File: config.mk
export PLATFORM = sky130hd
export DESIGN_NAME = uart_tx_fifo
export DESIGN_NICKNAME = d
export VERILOG_FILES = /design/src/rtl/uart_tx_fifo.sv
export SDC_FILE = /design/constraint.sdc
export NUM_CORES = 1
export LEC_CHECK = 0
export ABC_AREA = 1
export BUFFER_PORTS_ARGS = -buffer_cell sky130_fd_sc_hd__buf_2
export CAP_MARGIN = 0
export CORE_AREA = 2 2 114 116
export DETAILED_ROUTE_END_ITERATION = 8
export DIE_AREA = 0 0 116 118
export PLACE_DENSITY = 0.71
export SLEW_MARGIN = 20
export SYNTH_ARGS = -nofsm -noshare
export SYNTH_HDL_FRONTEND = slang
export SYNTH_SLANG_ARGS = --single-unit
File: constraint.sdc
create_clock -name clk -period 4.69 [get_ports clk]
set_clock_uncertainty 0.05 [all_clocks]
set_input_delay 0.2345 -clock clk [delete_from_list [all_inputs] [get_ports clk]]
set_output_delay 0.2345 -clock clk [all_outputs]
set_load 0.005 [all_outputs]
File: src/rtl/uart_tx_fifo.sv
// Byte FIFO feeding the UART transmitter: buffers host writes and hands bytes to
// the transmitter with a tx_start/tx_busy handshake. Optional overflow flag: UART_TX_FIFO_OVF_EN.
module uart_tx_fifo #(
  parameter int unsigned DEPTH  = 16,
  parameter int unsigned ADDR_W = 4
) (
  input  logic              clk,
  input  logic              rst_n,
  input  logic              wr_en,
  input  logic [7:0]        wr_data,
  output logic              full,
  output logic              empty,
  output logic [ADDR_W:0]   count,
  output logic              tx_start,
  output logic [7:0]        tx_data_in,
  input  logic              tx_busy
`ifdef UART_TX_FIFO_OVF_EN
  ,
  output logic              overflow,
  input  logic              ovf_clr
`endif
);

  localparam int unsigned CW = ADDR_W + 1;

  typedef enum logic [1:0] {
    IDLE = 2'd0,
    REQ  = 2'd1,
    BUSY = 2'd2
  } state_t;

  state_t              state;
  state_t              state_next;
  logic [7:0]          mem [DEPTH];
  logic [ADDR_W-1:0]   wr_ptr;
  logic [ADDR_W-1:0]   rd_ptr;
  logic [CW-1:0]       count_next;
  logic                wr_accept;
  logic                pop;
  logic                tx_start_next;
  logic [7:0]          tx_data_next;

  // A write while full is dropped even if a pop happens in the same cycle.
  assign wr_accept  = wr_en && !full;
  assign count_next = count + CW'(wr_accept) - CW'(pop);

  // Storage array; no reset needed since only counted entries are ever read.
  always_ff @(posedge clk) begin
    if (wr_accept) begin
      mem[wr_ptr] <= wr_data;
    end
  end

  always_ff @(posedge clk or negedge rst_n) begin
    if (!rst_n) begin
      wr_ptr     <= '0;
      rd_ptr     <= '0;
      count      <= '0;
      full       <= 1'b0;
      empty      <= 1'b1;
      state      <= IDLE;
      tx_start   <= 1'b0;
      tx_data_in <= 8'h00;
    end else begin
      if (wr_accept) begin
        wr_ptr <= wr_ptr + ADDR_W'(1);
      end
      if (pop) begin
        rd_ptr <= rd_ptr + ADDR_W'(1);
      end
      count      <= count_next;
      full       <= (count_next == CW'(DEPTH));
      empty      <= (count_next == '0);
      state      <= state_next;
      tx_start   <= tx_start_next;
      tx_data_in <= tx_data_next;
    end
  end

  // Handshake: present byte, pop only once the transmitter shows busy.
  always_comb begin
    state_next    = state;
    tx_start_next = tx_start;
    tx_data_next  = tx_data_in;
    pop           = 1'b0;
    unique case (state)
      IDLE: begin
        if (!empty && !tx_busy) begin
          tx_data_next  = mem[rd_ptr];
          tx_start_next = 1'b1;
          state_next    = REQ;
        end
      end
      REQ: begin
        if (tx_busy) begin
          tx_start_next = 1'b0;
          pop           = 1'b1;
          state_next    = BUSY;
        end
      end
      BUSY: begin
        if (!tx_busy) begin
          state_next = IDLE;
        end
      end
      default: begin
        tx_start_next = 1'b0;
        state_next    = IDLE;
      end
    endcase
  end

`ifdef UART_TX_FIFO_OVF_EN
  // Sticky drop flag; a new drop beats a simultaneous clear.
  always_ff @(posedge clk or negedge rst_n) begin
    if (!rst_n) begin
      overflow <= 1'b0;
    end else if (wr_en && full) begin
      overflow <= 1'b1;
    end else if (ovf_clr) begin
      overflow <= 1'b0;
    end
  end
`endif

endmodule

Yosys cells after proc, flatten, opt, wreduce, memory -nomap -nowiden. Memories as Yosys holds them, arrays and structs flattened. A register that Yosys moved wholly into a read port is not among the register bits. Cells that the tools add are included.

Register bits: 18. RAM bits: 128. Input bits: 12. Word-level logic and storage cells: 41. Memories kept: 1.

Memory list: mem (words 16, width 8, rd ports 1, clocked after Yosys merged registers in 1, wr ports 1, RTL line 34) `logic [7:0] mem [DEPTH];`.

Add/subtract/negate cells: 4. Eq/ne operators: 6. Muxes and demuxes: 11. Bitwise operators: 1. Reductions and logical operators: 11.

Operator list (count): adder 4 x 1 -> 4 bit (second input constant) (2); two-way mux 1 bit (6); two-way mux 2 bit (3); inequality test 2 bit (second input constant) (3); one-hot mux 2 bit (3 select lines) (1); AND reduction 3 bit (2); adder 5 x 1 -> 5 bit (1); == test 5 bit (second input constant) (1); zero test 5 bit (1); subtractor 5 x 1 -> 5 bit (1); zero test 1 bit (4); one-hot mux 1 bit (3 select lines) (1); == test 2 x 1 -> 1 bit (second input constant) (1); == test 2 bit (second input constant) (1); logical AND 1 bit (2); zero test 2 bit (1); AND reduction 2 bit (1); NOT 1 bit (1).

Longest topological paths before layout.
Word-level depth: 5. Gate-level depth with buffers: 12. Gate-level depth less buffers: 12.

Worst setup path before layout. Ideal clock, no wire load.

Path kind: reg2reg. Start: register state[0]. End: register full. Setup time: 71 ps. Arrival time: 2166 ps. Required time: 4569 ps. Setup slack: 2403 ps. Stages on the path, launching flop included: 12. Path buffers: 0. Clock period less this slack: 2287 ps. Cell sequence: dfrtp_1 inv_1 nor3_4 ha_1 inv_1 ha_1 inv_1 fa_1 o21ai_0 xor2_1 inv_1 nor2_1.

Word-level cells in the longest chain between the ends: 4.

RTL lines: start: declaration (RTL line 32) `state_t state;`; start signal: assignment (RTL line 74) `state <= state_next;`; == test 2 x 1 -> 1 bit (RTL line 86) `unique case (state)`; two-way mux 1 bit (RTL line 86); via pop (RTL line 39) `logic pop;`; subtractor 5 x 1 -> 5 bit (RTL line 45) `assign count_next = count + CW'(wr_accept) - CW'(pop);`; via count_next[4] (RTL line 37) `logic [CW-1:0] count_next;`; == test 5 bit (RTL line 72) `full <= (count_next == CW'(DEPTH));`; end signal: assignment (RTL line 72); end: declaration (RTL line 11) `output logic full,`.

The timed path passes the listed nets, and every way through them passes these cells. A chain may end at the register's enable or synchronous reset.

==> metrics.txt <==
crit path launch type flip-flop; FF+latch count, synth 154; post-synthesis net count 680; yosys warns 0; Die ar. 0.0137 mm^2; Sum Neg Setup Slack 0 ps; CTS Buf Count 17; Die Wd 116 um; Power Density 616 mW/mm^2; via count 4435; setup ws final 1960 ps; drt first pass iters 5; pre-CTS setup slack 2060 ps; Post-Syn Instances 657; reg-to-reg endpoint tx_data_in[7]$_DFFE_PN0P_; Max Clock Freq 0.366 GHz; Mapped Area 0.00676 mm^2; IO Pins 28; Post-DRT Antenna Nets 0; Final Power 4.63 mW; Worst setup EP type flip-flop; Worst Hold Class in2reg; Post-synth top flop edfxtp_1; Routed WL per cell 16.3 um; post-cts resize count 0; area delta synth->final 11.3%; Post-Route WL 14200 um; grt ovf 0; fin. max-slew vios 0; vias per cell 5.12; Tot GR Track Use 22.5%; Post-Layout Cell Count 867; worst reg2reg setup slack 1960 ps; IO Port Bufs 27; top cells by area, synth edfxtp_1, nand2_1, dfrtp_1; Hold Crit Depth 4; Fin Hold WS 170 ps; WS Path Type reg2reg; Worst Tran Pin Value 1030 ps; clock sinks 154; layout cell share with drive strength beyond 1 8.49%; cells on worst reg2reg path 8; Detail Placement HPWL 8860 um; outcome finished, final reports clean; Crit path arrival time 2990 ps; CTS Root Cell clkbuf_16; CTS H-tree lvls 4; most common cell in the netlist nand2_1; Synth async-reset ratio 16.9%; hold endpoint wr_ptr[0]$_DFFE_PN0P_; Core Region 0.0124 mm^2; Clock transition at path regs 60 ps; Avg Cell Area, Syn 10.3 um^2; Worst-Skew Late Latency 420 ps; Worst Hold Launch wr_en; Synth area leader edfxtp_1; Final Hold Viols 0; VDD IR max 0.413 mV; data required time of the worst path 4950 ps; vias in the first global route 4307; fin crit period 2730 ps; first-pass GRT wire length 22400 um; initial antenna violation count 0; Clock Path Buffers 2; Starting Density 54.4%; Slew HR 30.6%; antenna cells 0; CTS tree yes; share of Yosys cell area claimed by the top area cell type 56.9%; FP Rows 41; Placed Cells 834; worst r2r src rd_ptr[1]$_DFFE_PN0P_; drc violations 0; setup violators final 0; die height 118 um; most common library cells after synthesis nand2_1, edfxtp_1, inv_1; Max-cap violations 0; RSZ-0062 raised after global routing false; post-synth cell types 25; GP Congestion 0.884; register area share after synthesis 66.5%; largest net degree at the start of global routing 68; Final Net Count 706; CP max FO 35; final period utilization 58.3%; EDFF count, synth 128; Iter 0 DRT Violations 388; Leak 3.34 nW
-- metal layers --
layer	vias to the layer above	track usage, %	share of wire, %	wire length, um
li1	2147	-	-	-
met1	2092	30.2	42	5900
met2	177	34.8	48	6840
met3	19	7.16	8.2	1170
met4	0	7.59	1.8	253
met5	-	0	0	0
-- layout by cell type, fill, tap and decap left out, types with 2 or more instances in the layout --
master | synthesis | final
ha_1 | 10 | 10
buf_4 | 8 | 2
o21ai_0 | 4 | 4
nand3_1 | 98 | 98
buf_2 | 14 | 27
nand4_1 | 2 | 2
dfrtp_1 | 25 | 24
edfxtp_1 | 128 | 128
a21oi_1 | 2 | 2
clkinv_2 | 0 | 4
inv_1 | 116 | 115
nand2_1 | 209 | 209
clkinv_1 | 2 | 9
clkbuf_16 | 0 | 17
nor2_1 | 18 | 18
clkbuf_1 | 1 | 2
xor2_1 | 8 | 8
xnor2_1 | 2 | 2
dlygate4sd3_1 | 0 | 2
-- flip-flops by register name, summed over array words and instances (netlist names) --
| name | cells |
|---|---|
| wr_ptr | 4 |
| state | 2 |
| tx_data_in | 8 |
| empty | 1 |
| full | 1 |
| rd_ptr | 4 |
| tx_start | 1 |
| mem | 128 |
| count | 5 |
-- kinds of logic (layout without fill, tap and decap cells) --
kind of cell             count (synthesis)  count (layout)  share of synthesized area, %
AO/OA/AOI/OAI                            7               7                         0.556
XOR/XNOR                                10              10                          1.30
adder cells (fa/ha/maj)                 11              11                          2.15
buffers and inverters                  144             182                          8.70
flip-flops                             154             154                          66.5
AND/OR/NAND/NOR                        331             331                          20.8
-- per-stage QoR --
stage | utilization (%) | cell area, um^2
after floorplan | - | 6760
after global placement | 56.3 | 6990
after detailed placement | 56.3 | 6990
after CTS | 60.6 | 7520
after global routing | 60.6 | 7520
final | 60.6 | 7520
-- power by group --
group	switching, mW	leakage (nW)	total (mW)	internal [mW]
clock network	0.494	0.251	1.20	0.711
logic	1.08	1.63	1.57	0.483
registers	0.139	1.47	1.86	1.72
total	1.72	3.34	4.63	2.92
-- area by class of cell --
| cell class | count | area (um^2) |
|---|---|---|
| Fill cell | 1039 | 4890 |
| Sequential cell | 154 | 4500 |
| Multi-Input combinational cell | 359 | 1670 |
| Inverter | 120 | 452 |
| Clock buffer | 19 | 433 |
| Tap cell | 172 | 215 |
| Timing Repair Buffer | 31 | 170 |
| Clock inverter | 12 | 83.8 |
-- critical path, stage by stage (launching register included) --
cell and delay [ps]:
dfrtp_1 320, buf_4 390, clkinv_1 940, nand3_1 450, nand3_1 150, nand3_1 120
nand2_1 70, nand2_1 60, nand2_1 40
-- worst max path at each step --
stage | start | end | slack (ps) | depth (start not counted)
2_1_floorplan | state[0]$_DFFE_PN0P_ | full$_DFF_PN0_ | 2400 | 11
3_3_place_gp | state[0]$_DFFE_PN0P_ | full$_DFF_PN0_ | 2220 | 11
6_report | rd_ptr[1]$_DFFE_PN0P_ | tx_data_in[7]$_DFFE_PN0P_ | 1960 | 8
5_1_grt | rd_ptr[1]$_DFFE_PN0P_ | tx_data_in[7]$_DFFE_PN0P_ | 1770 | 8
3_5_place_dp | state[0]$_DFFE_PN0P_ | full$_DFF_PN0_ | 2060 | 11
4_1_cts | state[0]$_DFFE_PN0P_ | full$_DFF_PN0_ | 2050 | 11
-- repair_timing --
item | in CTS | in global routing
hold buffers | 2 | 0
setup buffers | 0 | 0
endpoints found under the setup margin | 0 | 0
hold endpoints to repair | 26 | 0
Note: power is estimated with default switching activity, not from simulation.
